--- src/rtl/uart_pkg.sv ---
// Shared definitions for the UART transmit feeder: byte width, FIFO entry layout
// and the feeder FSM state encoding.
package uart_pkg;

  localparam int UART_BYTE_W = 8;

  typedef enum logic [2:0] {
    ST_IDLE,
    ST_SEND,
    ST_WAIT_HI,
    ST_WAIT_LO,
    ST_CSUM,
    ST_SEND_C
  } feeder_state_e;

  typedef struct packed {
    logic                   last;
    logic [UART_BYTE_W-1:0] data;
  } fifo_entry_t;

  localparam int FIFO_ENTRY_W = $bits(fifo_entry_t);

endpackage

--- src/rtl/uart_byte_fifo.sv ---
// Synchronous FIFO holding {last,data} entries between the frame source and the
// feeder FSM. Push when full and pop when empty are ignored.
module uart_byte_fifo #(
  parameter int WIDTH  = 9,
  parameter int DEPTH  = 16,
  parameter int ADDR_W = $clog2(DEPTH)
) (
  input  logic             clk_i,
  input  logic             rst_ni,
  input  logic             push_i,
  input  logic [WIDTH-1:0] wdata_i,
  input  logic             pop_i,
  output logic [WIDTH-1:0] rdata_o,
  output logic [ADDR_W:0]  count_o,
  output logic             full_o,
  output logic             empty_o
);

  localparam logic [ADDR_W:0]   DEPTH_C = (ADDR_W+1)'(DEPTH);
  localparam logic [ADDR_W:0]   CNT_ONE = (ADDR_W+1)'(1);
  localparam logic [ADDR_W-1:0] PTR_ONE = ADDR_W'(1);

  logic [WIDTH-1:0]  mem_q [DEPTH];
  logic [ADDR_W-1:0] wr_ptr_q;
  logic [ADDR_W-1:0] rd_ptr_q;
  logic [ADDR_W:0]   count_q;
  logic [ADDR_W:0]   count_d;
  logic              do_push;
  logic              do_pop;

  assign full_o  = (count_q == DEPTH_C);
  assign empty_o = (count_q == '0);
  assign do_push = push_i && !full_o;
  assign do_pop  = pop_i && !empty_o;
  assign rdata_o = mem_q[rd_ptr_q];
  assign count_o = count_q;

  always_comb begin
    count_d = count_q;
    if (do_push && !do_pop) begin
      count_d = count_q + CNT_ONE;
    end else if (do_pop && !do_push) begin
      count_d = count_q - CNT_ONE;
    end
  end

  // Storage carries no reset; only the pointers and count define validity.
  always_ff @(posedge clk_i) begin
    if (do_push) begin
      mem_q[wr_ptr_q] <= wdata_i;
    end
  end

  always_ff @(posedge clk_i or negedge rst_ni) begin
    if (!rst_ni) begin
      wr_ptr_q <= '0;
      rd_ptr_q <= '0;
      count_q  <= '0;
    end else begin
      if (do_push) begin
        wr_ptr_q <= wr_ptr_q + PTR_ONE;
      end
      if (do_pop) begin
        rd_ptr_q <= rd_ptr_q + PTR_ONE;
      end
      count_q <= count_d;
    end
  end

endmodule

--- src/rtl/uart_tx_frame_feeder.sv ---
// Buffers frame bytes and paces them into a UART transmitter over data/send/busy.
// Define UART_FEEDER_CHECKSUM_EN to append an XOR checksum byte after every frame.
module uart_tx_frame_feeder
  import uart_pkg::*;
#(
  parameter int FIFO_DEPTH = 16,
  parameter int ADDR_W     = $clog2(FIFO_DEPTH)
) (
  input  logic                   clk_i,
  input  logic                   rst_ni,
  input  logic [UART_BYTE_W-1:0] in_data_i,
  input  logic                   in_valid_i,
  input  logic                   in_last_i,
  output logic                   in_ready_o,
  output logic [UART_BYTE_W-1:0] uart_data_o,
  output logic                   uart_send_o,
  input  logic                   uart_busy_i,
  output logic [ADDR_W:0]        fifo_count_o,
  output logic                   frame_done_o
);

  localparam logic [ADDR_W:0] DEPTH_C = (ADDR_W+1)'(FIFO_DEPTH);
  localparam logic [ADDR_W:0] CNT_ONE = (ADDR_W+1)'(1);

  feeder_state_e          state_q;
  logic [UART_BYTE_W-1:0] uart_data_q;
  logic                   uart_send_q;
  logic                   frame_done_q;
  logic                   last_q;
  logic                   in_ready_q;
`ifdef UART_FEEDER_CHECKSUM_EN
  logic [UART_BYTE_W-1:0] acc_q;
  logic                   csum_phase_q;
`endif

  fifo_entry_t     wr_entry;
  fifo_entry_t     head;
  logic            push;
  logic            pop;
  logic            fifo_full;
  logic            fifo_empty;
  logic [ADDR_W:0] fifo_count;
  logic [ADDR_W:0] fifo_count_d;

  assign wr_entry = '{last: in_last_i, data: in_data_i};
  assign push     = in_valid_i && in_ready_q && !fifo_full;
  assign pop      = (state_q == ST_IDLE) && !fifo_empty && !uart_busy_i;

  uart_byte_fifo #(
    .WIDTH (FIFO_ENTRY_W),
    .DEPTH (FIFO_DEPTH),
    .ADDR_W(ADDR_W)
  ) u_fifo (
    .clk_i  (clk_i),
    .rst_ni (rst_ni),
    .push_i (push),
    .wdata_i(wr_entry),
    .pop_i  (pop),
    .rdata_o(head),
    .count_o(fifo_count),
    .full_o (fifo_full),
    .empty_o(fifo_empty)
  );

  always_comb begin
    fifo_count_d = fifo_count;
    if (push && !pop) begin
      fifo_count_d = fifo_count + CNT_ONE;
    end else if (pop && !push) begin
      fifo_count_d = fifo_count - CNT_ONE;
    end
  end

  // Ready is registered from the next occupancy so it always equals count < depth
  // once out of reset, without a combinational path from the FIFO count.
  always_ff @(posedge clk_i or negedge rst_ni) begin
    if (!rst_ni) begin
      in_ready_q <= 1'b0;
    end else begin
      in_ready_q <= (fifo_count_d < DEPTH_C);
    end
  end

  always_ff @(posedge clk_i or negedge rst_ni) begin
    if (!rst_ni) begin
      state_q      <= ST_IDLE;
      uart_data_q  <= '0;
      uart_send_q  <= 1'b0;
      frame_done_q <= 1'b0;
      last_q       <= 1'b0;
`ifdef UART_FEEDER_CHECKSUM_EN
      acc_q        <= '0;
      csum_phase_q <= 1'b0;
`endif
    end else begin
      uart_send_q  <= 1'b0;
      frame_done_q <= 1'b0;
      case (state_q)
        ST_IDLE: begin
          if (pop) begin
            uart_data_q <= head.data;
            last_q      <= head.last;
            uart_send_q <= 1'b1;
            state_q     <= ST_SEND;
`ifdef UART_FEEDER_CHECKSUM_EN
            acc_q       <= acc_q ^ head.data;
`endif
          end
        end
        ST_SEND: begin
          state_q <= ST_WAIT_HI;
        end
        ST_WAIT_HI: begin
          if (uart_busy_i) begin
            state_q <= ST_WAIT_LO;
          end
        end
        ST_WAIT_LO: begin
          if (!uart_busy_i) begin
`ifdef UART_FEEDER_CHECKSUM_EN
            if (csum_phase_q) begin
              frame_done_q <= 1'b1;
              acc_q        <= '0;
              csum_phase_q <= 1'b0;
              state_q      <= ST_IDLE;
            end else if (last_q) begin
              state_q <= ST_CSUM;
            end else begin
              state_q <= ST_IDLE;
            end
`else
            if (last_q) begin
              frame_done_q <= 1'b1;
            end
            state_q <= ST_IDLE;
`endif
          end
        end
`ifdef UART_FEEDER_CHECKSUM_EN
        ST_CSUM: begin
          uart_data_q <= acc_q;
          uart_send_q <= 1'b1;
          state_q     <= ST_SEND_C;
        end
        ST_SEND_C: begin
          csum_phase_q <= 1'b1;
          state_q      <= ST_WAIT_HI;
        end
`endif
        default: begin
          state_q <= ST_IDLE;
        end
      endcase
    end
  end

  assign in_ready_o   = in_ready_q;
  assign uart_data_o  = uart_data_q;
  assign uart_send_o  = uart_send_q;
  assign frame_done_o = frame_done_q;
  assign fifo_count_o = fifo_count;

endmodule

--- config.mk ---
export PLATFORM = sky130hd
export DESIGN_NAME = uart_tx_frame_feeder
export DESIGN_NICKNAME = d
export VERILOG_FILES = /design/src/rtl/uart_pkg.sv /design/src/rtl/uart_byte_fifo.sv /design/src/rtl/uart_tx_frame_feeder.sv
export SDC_FILE = /design/constraint.sdc
export NUM_CORES = 1
export LEC_CHECK = 0
export BUFFER_PORTS_ARGS = -buffer_cell sky130_fd_sc_hd__buf_2
export CAP_MARGIN = 20
export CORE_UTILIZATION = 45
export DETAILED_ROUTE_END_ITERATION = 16
export SETUP_SLACK_MARGIN = 0.02
export SLEW_MARGIN = 20
export SYNTH_ARGS = -nofsm -noshare
export SYNTH_HDL_FRONTEND = slang
export SYNTH_SLANG_ARGS = --single-unit
--- constraint.sdc ---
create_clock -name clk_i -period 2.8 [get_ports clk_i]
set_input_delay 0.28 -clock clk_i [delete_from_list [all_inputs] [get_ports clk_i]]
set_output_delay 0.28 -clock clk_i [all_outputs]
set_load 0.03 [all_outputs]
---- Word level (Yosys, flattened, before mapping) ----
Memory sizes are Yosys's and may differ from the RTL's. A register that Yosys moved wholly into a read port is not among the register bits.
Cells that the tools add are included.
storage, ports and cells
  flip-flop bits (word level) ............. 19
  bits in writable memories ............... 144
  input port bits ......................... 13
  output and inout port bits .............. 16
  word-level logic and storage cells ...... 58
  memories kept ........................... 1
memory list
  memory        words  width  read ports  clocked after Yosys merged registers in  write ports  RTL line              text
  u_fifo.mem_q  16     9      1           1                                        1            uart_byte_fifo.sv:23  logic [WIDTH-1:0] mem_q [DEPTH];
cells by class
  $add $sub $neg .......................... 4
  $lt $le $gt $ge ......................... 1
  equality and inequality tests ........... 7
  muxes and demuxes ....................... 15
  reductions and logical operators ........ 23
operators by type and width
  kind                                               count
  two-way mux 5 bit                                  4
  one-hot mux 3 bit (4 select lines)                 1
  logical AND 1 bit                                  10
  two-way mux 3 bit                                  3
  adder 4 x 1 -> 4 bit (second input constant)       2
  zero test 1 bit                                    8
  two-way mux 1 bit                                  7
  == test 3 x 2 -> 1 bit (second input constant)     2
  != test 2 bit (second input constant)              3
  adder 5 x 1 -> 5 bit (second input constant)       1
  == test 5 bit (second input constant)              1
  zero test 5 bit                                    1
  < comparator 5 bit (second input constant)         1
  subtractor 5 x 1 -> 5 bit (second input constant)  1
  == test 3 x 1 -> 1 bit (second input constant)     1
  zero test 3 bit                                    1
  AND reduction 3 bit                                1
  AND reduction 2 bit                                1
  nonzero test 2 bit                                 1

---- Longest topological paths before layout ----
Gate-level depths: netlist of run 1.
  depth after elaboration ................. 8
  mapped depth ............................ 11
  gate-level depth less buffers ........... 9

---- By module ----
Synthesis of run 1 repeated with hierarchy kept, for this count alone.
unflattened totals
  cell total of the unflattened synthesis .. 419
  area, all modules ....................... 7088.0 um2
modules (own cells, without submodules)
  module                instances  cells an instance  area each (um2)  seq. area each (um2)
  uart_byte_fifo        1          349                6432.4           4649.5
  uart_tx_frame_feeder  1          70                 655.6            350.3

---- Worst setup path before layout of run 1 ----
OpenSTA, ideal clock, no wires.
  kind .................................... reg-to-reg
  from .................................... register u_fifo.count_q[0] (netlist: u_fifo.count_o[0])
  to ...................................... register u_fifo.count_q[3] (netlist: u_fifo.count_o[3])
  setup time .............................. 81 ps
  arrival time ............................ 2560 ps
  data required time ...................... 2719 ps
  path slack .............................. 159 ps
  cell stages (with the launch flop) ...... 12
  path buffers ............................ 2
  period minus slack after synthesis ...... 2641 ps
  cells stage by stage .................... dfrtp_1 > inv_1 > ha_1 > or4b_1 > and2_1 > buf_6 > clkinv_4 > buf_6 > ha_1 > or4_1 > a21oi_1 > xor2_1
between the ends
  longest elaborated chain between the ends .. 8
  elaborated cells on any way between the ends .. 18
  classes of those cells .................. 2 x add/sub; 1 x eq/ne; 2 x mux; 13 x reduce/logical
RTL lines
  element                                                                            RTL line              text
  start: declaration                                                                 uart_byte_fifo.sv:26  logic [ADDR_W:0] count_q;
  start signal: assignment                                                           uart_byte_fifo.sv:66  count_q <= count_d;
  parallel branches: the longest is 8 deep, another holds subtractor 5 x 1 -> 5 bit  -
Parallel ways; which one is timed is not known. The select of a mux whose other input is x is not followed.
A chain may end at the register's enable or synchronous reset.

---- Worst setup path in the final report of run 1 ----
  from .................................... register state_q[0]
  to ...................................... register u_fifo.count_q[3] (netlist: u_fifo.count_o[3])
between the ends
  longest elaborated chain between the ends .. 7
  elaborated cells on any way between the ends .. 9
  classes of those cells .................. 1 x mux; 8 x reduce/logical
RTL lines
  element                                                         RTL line                     text
  start: declaration                                              uart_tx_frame_feeder.sv:25   feeder_state_e state_q;
  start signal: assignment                                        uart_tx_frame_feeder.sv:86   state_q <= ST_IDLE;
  start signal: assignment                                        uart_tx_frame_feeder.sv:104  state_q <= ST_SEND;
  start signal: assignment                                        uart_tx_frame_feeder.sv:111  state_q <= ST_WAIT_HI;
  zero test 3 bit *                                               uart_tx_frame_feeder.sv:47   assign pop = (state_q == ST_IDLE) && !fifo_empty && !uart_busy_i;
  logical AND 1 bit * (2 in a row)                                uart_tx_frame_feeder.sv:47
  logical AND 1 bit *                                             uart_byte_fifo.sv:34         assign do_pop = pop_i && !empty_o;
  zero test 1 bit                                                 uart_byte_fifo.sv:40         if (do_push && !do_pop) begin
  logical AND 1 bit                                               uart_byte_fifo.sv:40
  two-way mux 5 bit / nonzero test 2 bit (equally long branches)  -
Every way passes the cells marked *; elsewhere a longest branch is shown, timed or not.

==> results of run 1 <==
-- kinds of logic after synthesis --
logic type               synth area share
adder cells (fa/ha/maj)            0.0237
multiplexers                        0.142
AND/OR/NAND/NOR                    0.0328
buffers and inverters              0.0224
AO/OA/AOI/OAI                      0.0350
flip-flops                          0.729
XOR/XNOR                           0.0153
-- worst paths after layout --
check                      slack, ns  depth (start not counted)                        endpoint
setup / recovery                0.38                          9   u_fifo.count_o[3]$_DFFE_PN0P_
hold / removal                  0.08                          2          frame_done_o$_DFF_PN0_
setup reg to reg                0.38                          9   u_fifo.count_o[3]$_DFFE_PN0P_
hold reg to reg                 0.47                          1      uart_data_o[0]$_DFFE_PN0P_
max in group asynchronous       1.90                          2  u_fifo.rd_ptr_q[2]$_DFFE_PN0P_
min in group asynchronous       0.43                          2   u_fifo.count_o[1]$_DFFE_PN0P_
-- final cells by class --
type	count	area share
flip-flops and latches	171	0.639
multi-input cells	158	0.218
clock buffers	19	0.0553
repair buffers	51	0.0419
well taps	184	0.0294
clock inverters	13	0.0121
inverters	8	0.00447
-- power groups by stage --
stage               Sequential (mW)  Combinational [mW]  Clock (mW)
global placement               3.41                2.30           0
detailed placement             3.43                2.32           0
floorplan                      3.53                1.59           0
CTS                            3.38                2.33        2.14
global route                   3.42                2.48        2.25
finish                         3.37                2.27        2.10
-- metal layers --
layer,vias up,part of all wire,global-route usage
met3,4,0.043,0.0458
met5,-,0,0
met1,1737,0.43,0.228
met4,0,0.0039,0.0509
li1,1518,-,-
met2,81,0.52,0.298
-- critical path, stage by stage, from the launching register on --
cell and delay [ns]:
dfrtp_1 0.40, inv_1 0.11, ha_1 0.20, nor2b_1 0.18, and2_1 0.33, clkinv_4 0.08
ha_1 0.21, or4_1 0.49, a21oi_1 0.18, xor2_1 0.16
-- flip-flops by register name (all words and copies together) (netlist names) --
signal and cells:
state_q 2, uart_send_o 1, last_q 1, u_fifo.count_o 5, u_fifo.wr_ptr_q 4, u_fifo.rd_ptr_q 4, uart_data_o 8, in_ready_o 1
u_fifo.mem_q 144, frame_done_o 1
-- stage by stage --
| stage | utilization | worst slack (ns) | instances |
|---|---|---|---|
| after detailed placement | 0.496 | 0.376 | 571 |
| after global routing | 0.533 | 0.194 | 604 |
| after floorplan | - | 0.159 | 355 |
| after global placement | 0.496 | 0.404 | 571 |
| final | 0.533 | 0.383 | 604 |
| after CTS | 0.533 | 0.355 | 604 |
-- placed cells by master, fill, tap and decap left out, types with 3 or more instances in the layout --
| cell type | n |
|---|---|
| nand2_1 | 14 |
| inv_6 | 3 |
| clkbuf_16 | 17 |
| clkinv_4 | 3 |
| ha_1 | 13 |
| nor3_1 | 4 |
| a211oi_1 | 8 |
| mux4_2 | 36 |
| mux2i_1 | 14 |
| o22ai_1 | 8 |
| buf_4 | 21 |
| nand4_1 | 4 |
| dfrtp_1 | 25 |
| xnor2_1 | 7 |
| buf_2 | 28 |
| clkinvlp_4 | 3 |
| xor2_1 | 5 |
| a21o_1 | 8 |
| edfxtp_1 | 144 |
| nor2_1 | 16 |
| nand2b_1 | 3 |
| inv_1 | 7 |
-- what timing repair did --
item	in CTS	in global routing
setup buffers	0	0
hold endpoints to repair	27	0
hold buffers	1	0
==> impl_metrics.ini, run 1 <==
[sta]
rsz0062_at_grt = no
setup_viol = 0
hold_viol_final = 0
final_max_slew_viol_count = 0
fin_crit_sh = 0.863
worst_slew_pin_slew_ns = 0.693
slew_headroom = 0.538
hold_slack_ns = 0.0806
skew_ns = 0.00711
fmax_mhz = 414
fin_tns_setup_ns = 0
min_period_ns = 2.42

[yosys]
yosysTopAreaCell = edfxtp_1
synth_area_um2 = 6860
synth_area_per_cell_um2 = 19.3
synth.top_cell.area_share = 0.630
synth-edff-count = 144
ys_async_sr_fraction = 0.158
ys.flop_type = edfxtp_1
syn_nets = 381
synth_cells = 355
yosysMostFrequentCell = edfxtp_1
yosys_warnings = 0
ys_types = 38
yosysSeqAreaShare = 0.729
synth_area_leaders = edfxtp_1 63%, mux4_2 12%, dfrtp_1 9.8%
synth_commonest_cells = 144 x edfxtp_1, 36 x mux4_2, 27 x dfrtp_1, 16 x nor2_1
ys_ff_latch = 171

[clock_network]
clockRootBuffer = clkbuf_16
clk_latency_ns = 0.42
htree_num_levels = 4
cts.clk_slew.worst_paths_ns = 0.06
clock_path_buffers = 2
cts_resized = 0
cts_tree = done
clock-sinks = 171
cts_made_buffers = 17

[placement]
dpl_cell_area_um2 = 7290
numPortBuffers = 28
hpwlAfterDp_um = 8080
routabilityCongestion = 0.755

[drt]
viasPerCell = 5.53
drc = 4
route.vias.total = 3340
wl_per_cell_um = 21.4
drt_pass1_iterations = 10
wl_um = 12900
ant_nets = 0
first_iter_violations = 208

[flow_run]
timing.max_cap.violations = 0

[layout]
multiInputGateArea_um2 = 1710
regArea_um2 = 5000
diodes = 0
fin_area_um2 = 7830
final_nets = 433
fillers = 1144
syn_to_final_growth_pct = 14.1
drive_gt1_frac = 0.288

[status]
violations = DRC
status = finished with violations

[setup_path]
cp_max_fo = 5
timing.critical_path.from = state_q[0]$_DFFE_PN0P_
cp.arrival_ns = 2.76
start_kind = flop
cp-end-kind = flop
reg2reg_from = state_q[0]$_DFFE_PN0P_
criticalPathCategory = reg -> reg
required_ns = 3.14

[power]
p_int_mw = 5.26
seq_power_share = 0.436
ir_worst_vdd_mv = 0.823
swShare = 0.320
clkPwrFrac = 0.271
switchingPower_mw = 2.48
comb_power_share = 0.293
power_density_nw_per_um2 = 988
total_power_mw = 7.74
p_leak_nw = 2.76

[global_routing]
track_usage = 0.177
grt_max_degree = 38
grt_remaining_overflow = 0
antenna_found_initial = 0
grt_pass1_wl_um = 20000
grt_pass1_vias = 3394

[floorplan]
core-area_um2 = 14700
num_io_pins = 29
rows = 44
die_area_um2 = 15700
initial_core_util = 0.467
die_h_um = 125
die_w_um = 125

[worst_hold_path]
hp-class = in -> reg
hp-start = uart_busy_i
No activity file was read; power rests on OpenSTA's default activity.
==> run 2, diff against run 1 <==
- CTS_BUF_LIST: default -> sky130_fd_sc_hd__clkbuf_8
==> run 2 against run 1 <==
Against the previous run: the run still ends with DRC left; clock-buffer cell count is 2 lower; clock skew up 0.0034 ns; global-route usage barely moved; critical endpoint unchanged; largest power group unchanged; sequential power about the same; combinational power barely moved; clock power is 28% lower.
==> impl_metrics.ini, run 2 (same netlist as run 1, synthesis figures left out) <==
[status]
status = finished with violations
violations = DRC

[setup_path]
criticalPathCategory = reg -> reg
cp-end-kind = flop
required_ns = 3.17
worstRegToRegCells = 9
cp_max_fo = 5
reg2reg_from = state_q[0]$_DFFE_PN0P_
start_kind = flop
r2r-end = u_fifo.count_o[3]$_DFFE_PN0P_
cp.arrival_ns = 2.80
r2r_setup_slack_ns = 0.37

[sta]
fin_ws_ns = 0.373
slew_headroom = 0.534
fmax_mhz = 412
worst_slew_pin_slew_ns = 0.699
fin_tns_setup_ns = 0
rsz0062_at_grt = no
hold_viol_final = 0
fin_crit_sh = 0.867
min_period_ns = 2.43
skew_ns = 0.0105
final_max_slew_viol_count = 0
setup_viol = 0

[floorplan]
core-area_um2 = 14700
die_h_um = 125
num_io_pins = 29
rows = 44
initial_core_util = 0.467
die_area_um2 = 15700
die_w_um = 125

[global_routing]
track_usage = 0.177
grt_remaining_overflow = 0
grt_max_degree = 38
antenna_found_initial = 0
grt_pass1_vias = 3401
grt_pass1_wl_um = 19900

[clock_network]
htree_num_levels = 4
clockRootBuffer = clkbuf_8
cts.clk_slew.worst_paths_ns = 0.09
cts_tree = done
cts_resized = 0
clk_latency_ns = 0.45
cts_made_buffers = 17
clock-sinks = 171
clock_path_buffers = 2

[power]
power_density_nw_per_um2 = 937
p_leak_nw = 2.68
ir_worst_vdd_mv = 0.579

[worst_hold_path]
holdPathEnd = frame_done_o$_DFF_PN0_
whs_path_depth = 2
hp-start = uart_busy_i
hp-class = in -> reg

[layout]
drive_gt1_frac = 0.288
final_common_cell = edfxtp_1
layout_common_cells = 144 x edfxtp_1, 36 x mux4_2, 28 x buf_2
largest_reg_flops = 144
top_register = u_fifo.mem_q
finalNonFillerCells = 604
diodes = 0
final_nets = 433
final_core_util = 0.520
syn_to_final_growth_pct = 11.3

[drt]
drc = 4
drt_pass1_iterations = 10
first_iter_violations = 220
wl_per_cell_um = 21.4
ant_nets = 0
viasPerCell = 5.54
wl_um = 12900
route.vias.total = 3349

[placement]
routabilityCongestion = 0.755
dpl_worst_slack_ns = 0.376
numPortBuffers = 28
hpwlAfterDp_um = 8080
dp.cells = 571

[flow_run]
timing.max_cap.violations = 0
## run 2: cell count changes in the layout (fill, tap and decap cells not counted)
cell,change
clkbuf_8,+17
clkbuf_16,-17
clkbuf_1,-2
inv_1,+2
## run 2: worst max path at each step
stage	startpoint	end	slack [ns]	depth (start not counted)
global placement	u_fifo.count_o[0]$_DFFE_PN0P_	u_fifo.count_o[3]$_DFFE_PN0P_	0.40	9
detailed placement	u_fifo.count_o[0]$_DFFE_PN0P_	u_fifo.count_o[3]$_DFFE_PN0P_	0.38	9
CTS	u_fifo.count_o[0]$_DFFE_PN0P_	u_fifo.count_o[3]$_DFFE_PN0P_	0.35	9
floorplan	u_fifo.count_o[0]$_DFFE_PN0P_	u_fifo.count_o[3]$_DFFE_PN0P_	0.16	11
global route	state_q[0]$_DFFE_PN0P_	u_fifo.count_o[3]$_DFFE_PN0P_	0.18	9
finish	state_q[0]$_DFFE_PN0P_	u_fifo.count_o[3]$_DFFE_PN0P_	0.37	9
## run 2: layout make-up
type / instances / area [um2]
fillers: 1166 / 7060
multi-input cells: 158 / 1710
clock buffers: 17 / 234
flip-flops and latches: 171 / 5000
well taps: 184 / 230
inverters: 8 / 35.0
repair buffers: 51 / 328
clock inverters: 15 / 103
## run 2: power breakdown
group | total, mW | internal, mW | switching (mW) | leakage, nW
clock | 1.51 | 0.612 | 0.899 | 0.172
sequential | 3.37 | 3.11 | 0.257 | 1.63
combinational | 2.27 | 1.00 | 1.27 | 0.883
total | 7.15 | 4.73 | 2.43 | 2.68
## run 2: timing repair
item / 4_1_cts / 5_1_grt
hold buffers: 1 / 0
hold endpoints to repair: 27 / 0
setup buffers: 0 / 0
## run 2: critical path: stages (launching register included)
cell      delay (ns)
dfrtp_1         0.41
inv_1           0.11
ha_1            0.20
nor2b_1         0.18
and2_1          0.33
clkinv_4        0.08
ha_1            0.21
or4_1           0.49
a21oi_1         0.18
xor2_1          0.16
## run 2: stage by stage
stage | hold WS (ns) | area [um2] | power, mW
global route | 0.0349 | 7640 | 7.54
global placement | 0.346 | 7290 | 5.71
finish | 0.0437 | 7640 | 7.15
floorplan | -0.0156 | 6860 | 5.11
detailed placement | 0.351 | 7290 | 5.75
CTS | 0.0232 | 7640 | 7.25
## run 2: layer usage
metal  share of wire  vias to the layer above  track usage  routed length [um]
met5               0                        -            0                   0
met3           0.038                       19       0.0419                 484
met2            0.50                       76        0.291                6460
li1                -                     1513            -                   -
met1            0.44                     1741        0.230                5740
met4           0.017                        0       0.0689                 218
